==> config.mk <==
export PLATFORM = sky130hd
export DESIGN_NAME = ls_compare_ctrl
export DESIGN_NICKNAME = d
export VERILOG_FILES = /design/src/rtl/ls_compare_ctrl.sv
export SDC_FILE = /design/constraint.sdc
export NUM_CORES = 1
export LEC_CHECK = 0
export CAP_MARGIN = 20
export CORE_MARGIN = 1.5
export CORE_UTILIZATION = 37
export DETAILED_ROUTE_END_ITERATION = 6
export PLACE_DENSITY = 0.86
export SYNTH_ARGS = -nofsm -noshare
export SYNTH_HDL_FRONTEND = slang
export SYNTH_SLANG_ARGS = --single-unit
==> constraint.sdc <==
create_clock -name i_clk -period 3.3 [get_ports i_clk]
set_input_delay 0.66 -clock i_clk [delete_from_list [all_inputs] [get_ports i_clk]]
set_output_delay 0.66 -clock i_clk [all_outputs]
set_load 0.05 [all_outputs]
==> src/rtl/ls_compare_ctrl.sv <==
// ls_compare_ctrl: lockstep control and compare stage wrapped around the boot counter.
// Sequences IDLE -> CLEAR -> WAIT_BOOT -> ACTIVE, compares main/shadow vectors while
// ACTIVE, and escalates ERR_THRESH consecutive mismatches to a sticky FATAL state.
// Optional first-mismatch syndrome capture is enabled by defining LS_MISMATCH_SYNDROME_EN.
// All outputs are registered; reset is synchronous and active-high.

module ls_compare_ctrl #(
  parameter int unsigned DATA_W     = 32,
  parameter int unsigned ERR_THRESH = 3,
  parameter int unsigned TOT_CNT_W  = 8
) (
  input  logic                 i_clk,
  input  logic                 i_rst,
  input  logic                 i_ls_enable_req,
  input  logic                 i_ls_disable_req,
  input  logic                 i_err_clear,
  input  logic                 i_count_done,
  output logic [1:0]           o_clear_counter,
  input  logic                 i_cmp_valid,
  input  logic [DATA_W-1:0]    i_main_data,
  input  logic [DATA_W-1:0]    i_shdw_data,
  output logic                 o_ls_active,
  output logic                 o_ls_err_transient,
  output logic                 o_ls_err_fatal,
  output logic [TOT_CNT_W-1:0] o_mismatch_tot,
  output logic [DATA_W-1:0]    o_mismatch_syn
);

  // Consecutive counter is 4 bits wide: ERR_THRESH is limited to 1..15.
  localparam logic [3:0]           ThreshVal = 4'(ERR_THRESH);
  localparam logic [1:0]           CcHold    = 2'b01;
  localparam logic [1:0]           CcRun     = 2'b00;
  localparam logic [TOT_CNT_W-1:0] TotOne    = {{(TOT_CNT_W-1){1'b0}}, 1'b1};
  localparam logic [TOT_CNT_W-1:0] TotMax    = {TOT_CNT_W{1'b1}};

  typedef enum logic [2:0] {
    StIdle,
    StClear,
    StWaitBoot,
    StActive,
    StFatal
  } state_e;

  state_e                 r_state;
  state_e                 w_state_d;
  logic [3:0]             r_consec;
  logic [3:0]             w_consec_d;
  logic [3:0]             w_consec_inc;
  logic [1:0]             r_clear_counter;
  logic [1:0]             w_clear_counter_d;
  logic                   r_ls_active;
  logic                   w_ls_active_d;
  logic                   r_err_transient;
  logic                   w_err_transient_d;
  logic                   r_err_fatal;
  logic                   w_err_fatal_d;
  logic [TOT_CNT_W-1:0]   r_mismatch_tot;
  logic [TOT_CNT_W-1:0]   w_mismatch_tot_d;

  logic                   w_cmp_fire;
  logic                   w_data_eq;
  logic                   w_mismatch;
  logic                   w_match;
  logic                   w_hit_thresh;
  logic                   w_fatal_clear;

  // A compare only counts in ACTIVE; a same-cycle disable discards it entirely.
  assign w_cmp_fire    = (r_state == StActive) && i_cmp_valid && !i_ls_disable_req;
  assign w_data_eq     = (i_main_data == i_shdw_data);
  assign w_mismatch    = w_cmp_fire && !w_data_eq;
  assign w_match       = w_cmp_fire && w_data_eq;
  assign w_consec_inc  = r_consec + 4'd1;
  assign w_hit_thresh  = w_mismatch && (w_consec_inc == ThreshVal);
  assign w_fatal_clear = (r_state == StFatal) && i_err_clear;

  // State register.
  always_ff @(posedge i_clk) begin
    if (i_rst) begin
      r_state <= StIdle;
    end else begin
      r_state <= w_state_d;
    end
  end

  // Next-state logic; disable outranks boot completion and threshold escalation.
  always_comb begin
    w_state_d = r_state;
    unique case (r_state)
      StIdle: begin
        if (i_ls_enable_req) begin
          w_state_d = StClear;
        end
      end
      StClear: begin
        w_state_d = StWaitBoot;
      end
      StWaitBoot: begin
        if (i_ls_disable_req) begin
          w_state_d = StIdle;
        end else if (i_count_done) begin
          w_state_d = StActive;
        end
      end
      StActive: begin
        if (i_ls_disable_req) begin
          w_state_d = StIdle;
        end else if (w_hit_thresh) begin
          w_state_d = StFatal;
        end
      end
      StFatal: begin
        if (i_err_clear) begin
          w_state_d = StIdle;
        end
      end
      default: begin
        w_state_d = StIdle;
      end
    endcase
  end

  // Output and counter next values, decoded from the next state so outputs stay registered.
  always_comb begin
    w_clear_counter_d = CcHold;
    w_ls_active_d     = 1'b0;
    w_err_fatal_d     = 1'b0;
    w_err_transient_d = w_mismatch;
    w_mismatch_tot_d  = r_mismatch_tot;
    w_consec_d        = r_consec;

    unique case (w_state_d)
      StWaitBoot: begin
        w_clear_counter_d = CcRun;
      end
      StActive: begin
        w_clear_counter_d = CcRun;
        w_ls_active_d     = 1'b1;
      end
      StFatal: begin
        w_err_fatal_d = 1'b1;
      end
      default: begin
        w_clear_counter_d = CcHold;
      end
    endcase

    if (w_mismatch && (r_mismatch_tot != TotMax)) begin
      w_mismatch_tot_d = r_mismatch_tot + TotOne;
    end

    // Any exit from ACTIVE (disable or escalation) restarts the consecutive run.
    if (w_state_d != StActive) begin
      w_consec_d = 4'd0;
    end else if (w_mismatch) begin
      w_consec_d = w_consec_inc;
    end else if (w_match) begin
      w_consec_d = 4'd0;
    end
  end

  // Output and counter registers.
  always_ff @(posedge i_clk) begin
    if (i_rst) begin
      r_clear_counter <= CcHold;
      r_ls_active     <= 1'b0;
      r_err_transient <= 1'b0;
      r_err_fatal     <= 1'b0;
      r_mismatch_tot  <= '0;
      r_consec        <= 4'd0;
    end else begin
      r_clear_counter <= w_clear_counter_d;
      r_ls_active     <= w_ls_active_d;
      r_err_transient <= w_err_transient_d;
      r_err_fatal     <= w_err_fatal_d;
      r_mismatch_tot  <= w_mismatch_tot_d;
      r_consec        <= w_consec_d;
    end
  end

  assign o_clear_counter    = r_clear_counter;
  assign o_ls_active        = r_ls_active;
  assign o_ls_err_transient = r_err_transient;
  assign o_ls_err_fatal     = r_err_fatal;
  assign o_mismatch_tot     = r_mismatch_tot;

`ifdef LS_MISMATCH_SYNDROME_EN
  logic [DATA_W-1:0] r_mismatch_syn;

  // First-mismatch syndrome; a real mismatch XOR is never zero, so zero means "not captured".
  always_ff @(posedge i_clk) begin
    if (i_rst) begin
      r_mismatch_syn <= '0;
    end else if (w_fatal_clear) begin
      r_mismatch_syn <= '0;
    end else if (w_mismatch && (r_mismatch_syn == '0)) begin
      r_mismatch_syn <= i_main_data ^ i_shdw_data;
    end
  end

  assign o_mismatch_syn = r_mismatch_syn;
`else
  logic w_unused_fatal_clear;
  assign w_unused_fatal_clear = w_fatal_clear;
  assign o_mismatch_syn       = '0;
`endif

endmodule

==> metrics.md <==
| Metric | Value |
|---|---|
| Status | `complete, no violations` |
| Prevailing post-synth register cell | `dfxtp_1` |
| Initial Util | `0.386` |
| Die Height | `67.9 um` |
| Startpoint Class | `primary input` |
| Overall power | `0.000642 W` |
| Remaining DRCs | `0` |
| Detail Placement HPWL | `3.15 mm` |
| Core Region | `4030 um^2` |
| Ant diodes | `0` |
| Worst Path Required | `3.45 ns` |
| Top cell type's share of synthesized area | `0.244` |
| CTS sink cnt | `19` |
| Share of cells above drive strength 1 | `0.0485` |
| Synth Area per Inst | `8.41 um^2` |
| Max VDD drop | `0.000164 V` |
| Layout Utilization | `0.583` |
| FFs w/ async S/R, synth | `0` |
| Critical path class | `primary input to register` |
| Post-CTS Repair Setup Buffers | `0` |
| Most frequent cell after synthesis | `xnor2_1` |
| EDFF count, synth | `0` |
| Initial antenna violation count | `0` |
| WL final | `3.67 mm` |
| Area Growth Syn to Fin | `50.8%` |
| Post-synthesis mux area share | `0.0137` |
| Post-place setup slack | `0.541 ns` |
| WL per Instance | `11.6 um` |
| Rel. slew slack | `0.560` |
| Crit path DAT | `2.60 ns` |
| Longest Clk Path Bufs | `2` |
| Hold_buf cts | `0` |
| Row count | `23` |
| Final hold vios | `0` |
| Clock Latency Late Sink | `0.26 ns` |
| Simple-gate share of the synthesized area | `0.217` |
| Post-Synth Adder-Cell Area | `0.0241` |
| Highest Clock Rate | `407 MHz` |
| Final number of setup-violating endpoints | `0` |
| Worst hold path type | `register to register` |
| Worst-Margin Slew | `0.653 ns` |
| Fin Setup TNS | `0 ns` |
| Post-synthesis sequential area ratio | `0.244` |
| Final worst path period need | `2.46 ns` |
| Leakage | `0.882 nW` |
| Post-Synthesis Cells | `185` |
| Vias in the first global route | `1463` |
| Post-DP Area | `2300 um^2` |
| CTS tree | `built` |
| Final worst slack | `0.842 ns` |
| Worst Path Max Fanout | `7` |
| Max Clock Skew | `0.00136 ns` |
| Top cells by area, synth | `dfxtp_1 24%, xnor2_1 21%, buf_4 16%, nand4_1 4.0%, nor2_1 2.9%` |
| Vias/cell | `4.61` |
| Largest family of logic cells by synthesized area | `simple AND/OR/NAND/NOR gates` |
| Initial drt markers | `59` |
| Via Count | `1466` |
| Placer Congestion | `0.708` |
| Post-synthesis register bit count | `19` |
| Post-CTS sizing | `0` |
| First-pass GRT wire length | `6.02 mm` |
| Setup crit end kind | `register` |
| Synth top cells by count | `37 x xnor2_1, 33 x buf_4, 19 x dfxtp_1` |
| Synth unique cells | `40` |
| YS warnings | `0` |
| Synth Area in Compound Gates | `0.112` |
| Final Net Count | `343` |
| DR pass1 iterations | `4` |
| Power Density | `274 nW/um^2` |
| ANT nets after route | `0` |
| H-tree Lvls | `1` |
| CTS root buf | `clkbuf_8` |
| Quantity of I/O buffers inserted on ports | `82` |
| Clock-pin slew on the worst setup and hold paths | `0.07 ns` |
| Die ar. | `4600 um^2` |
| Total track usage | `0.172` |
| Area leader, netlist | `dfxtp_1` |
| Chip Width | `67.9 um` |
| Final Cycle Share | `0.745` |
| Mapped Area | `1560 um^2` |
| Pin count of the biggest net entering global routing | `16` |
| XOR/XNOR Fraction of Synth Area | `0.208` |
| Unrepaired setup endpoints after global routing | `no` |
| Design Area, Final | `2350 um^2` |
| # Max-Cap Violations | `0` |
| CTS buffer count | `3` |
| Congestion Overflow GR | `0` |
| Max Slew Vio Count | `0` |
| I/O pins | `116` |
area by class of cell:
cell class                      count  area [um^2]
Clock buffer                        3         41.3
Clock inverter                      1         5.00
Fill cell                         370         1680
Inverter                            3         11.3
Multi-Input combinational cell    159         1020
Sequential cell                    19          380
Tap cell                           50         62.6
Timing Repair Buffer               83          828
metrics by stage:
step | cells | hold slack [ns]
3_3_place_gp | 314 | 0.489
6_report | 318 | 0.513
4_1_cts | 318 | 0.517
5_1_grt | 318 | 0.560
2_1_floorplan | 217 | 0.466
3_5_place_dp | 314 | 0.508
power breakdown:
group / switching, W / internal [W] / total [W]
clock: 0.0000805 / 0.0000841 / 0.000165
sequential: 0.00000336 / 0.000233 / 0.000236
combinational: 0.000132 / 0.000109 / 0.000241
total: 0.000216 / 0.000426 / 0.000642
placed cells by master (no fill, tap or decap), types with 3 or more instances in the layout:
master	instances
nor2_1	12
dfxtp_1	19
nand3_1	4
inv_1	3
ha_1	3
nand2_1	9
and3_1	4
xnor2_1	37
a31oi_1	3
nor3_1	4
clkbuf_8	3
a21oi_1	8
clkdlybuf4s50_1	82
conb_1	33
nand4_1	10
worst max-delay path, stage by stage:
cell             delay [ns]
clkdlybuf4s50_1        0.48
xnor2_1                0.13
nand4_1                0.17
nor4_4                 0.49
a21oi_2                0.17
and2_4                 0.22
a211o_1                0.28
worst paths after layout:
| kind | cells after the start | start | to | slack, ns |
|---|---|---|---|---|
| max | 7 | i_shdw_data[25] | o_clear_counter[0] | 0.84 |
| min | 2 | r_consec[3] | r_consec[3] | 0.51 |
| max reg2reg | 7 | o_mismatch_tot[0] | o_mismatch_tot[4] | 1.46 |
| min reg2reg | 2 | r_consec[3] | r_consec[3] | 0.51 |
routing by layer:
metal | up-vias | share of wire | GRT usage
li1 | 741 | - | -
met1 | 662 | 0.36 | 0.176
met2 | 55 | 0.57 | 0.338
met3 | 8 | 0.056 | 0.0444
met4 | 0 | 0.014 | 0.0525
met5 | - | 0 | 0
registers in the layout (all words and copies together), names as in the netlist:
name / cells
o_mismatch_tot: 8
r_consec: 4
r_state: 3
o_clear_counter: 1
o_ls_active: 1
o_ls_err_fatal: 1
o_ls_err_transient: 1
cell families (layout without fill, tap and decap cells):
family	count (synthesis)	count (layout)
other cells	1	33
fa+ha+maj	3	3
mux	2	2
buf+inv	39	90
xor+xnor	37	37
simple gates	58	58
compound gates	26	26
flops	19	19
Power figures use the tool's default switching activity.
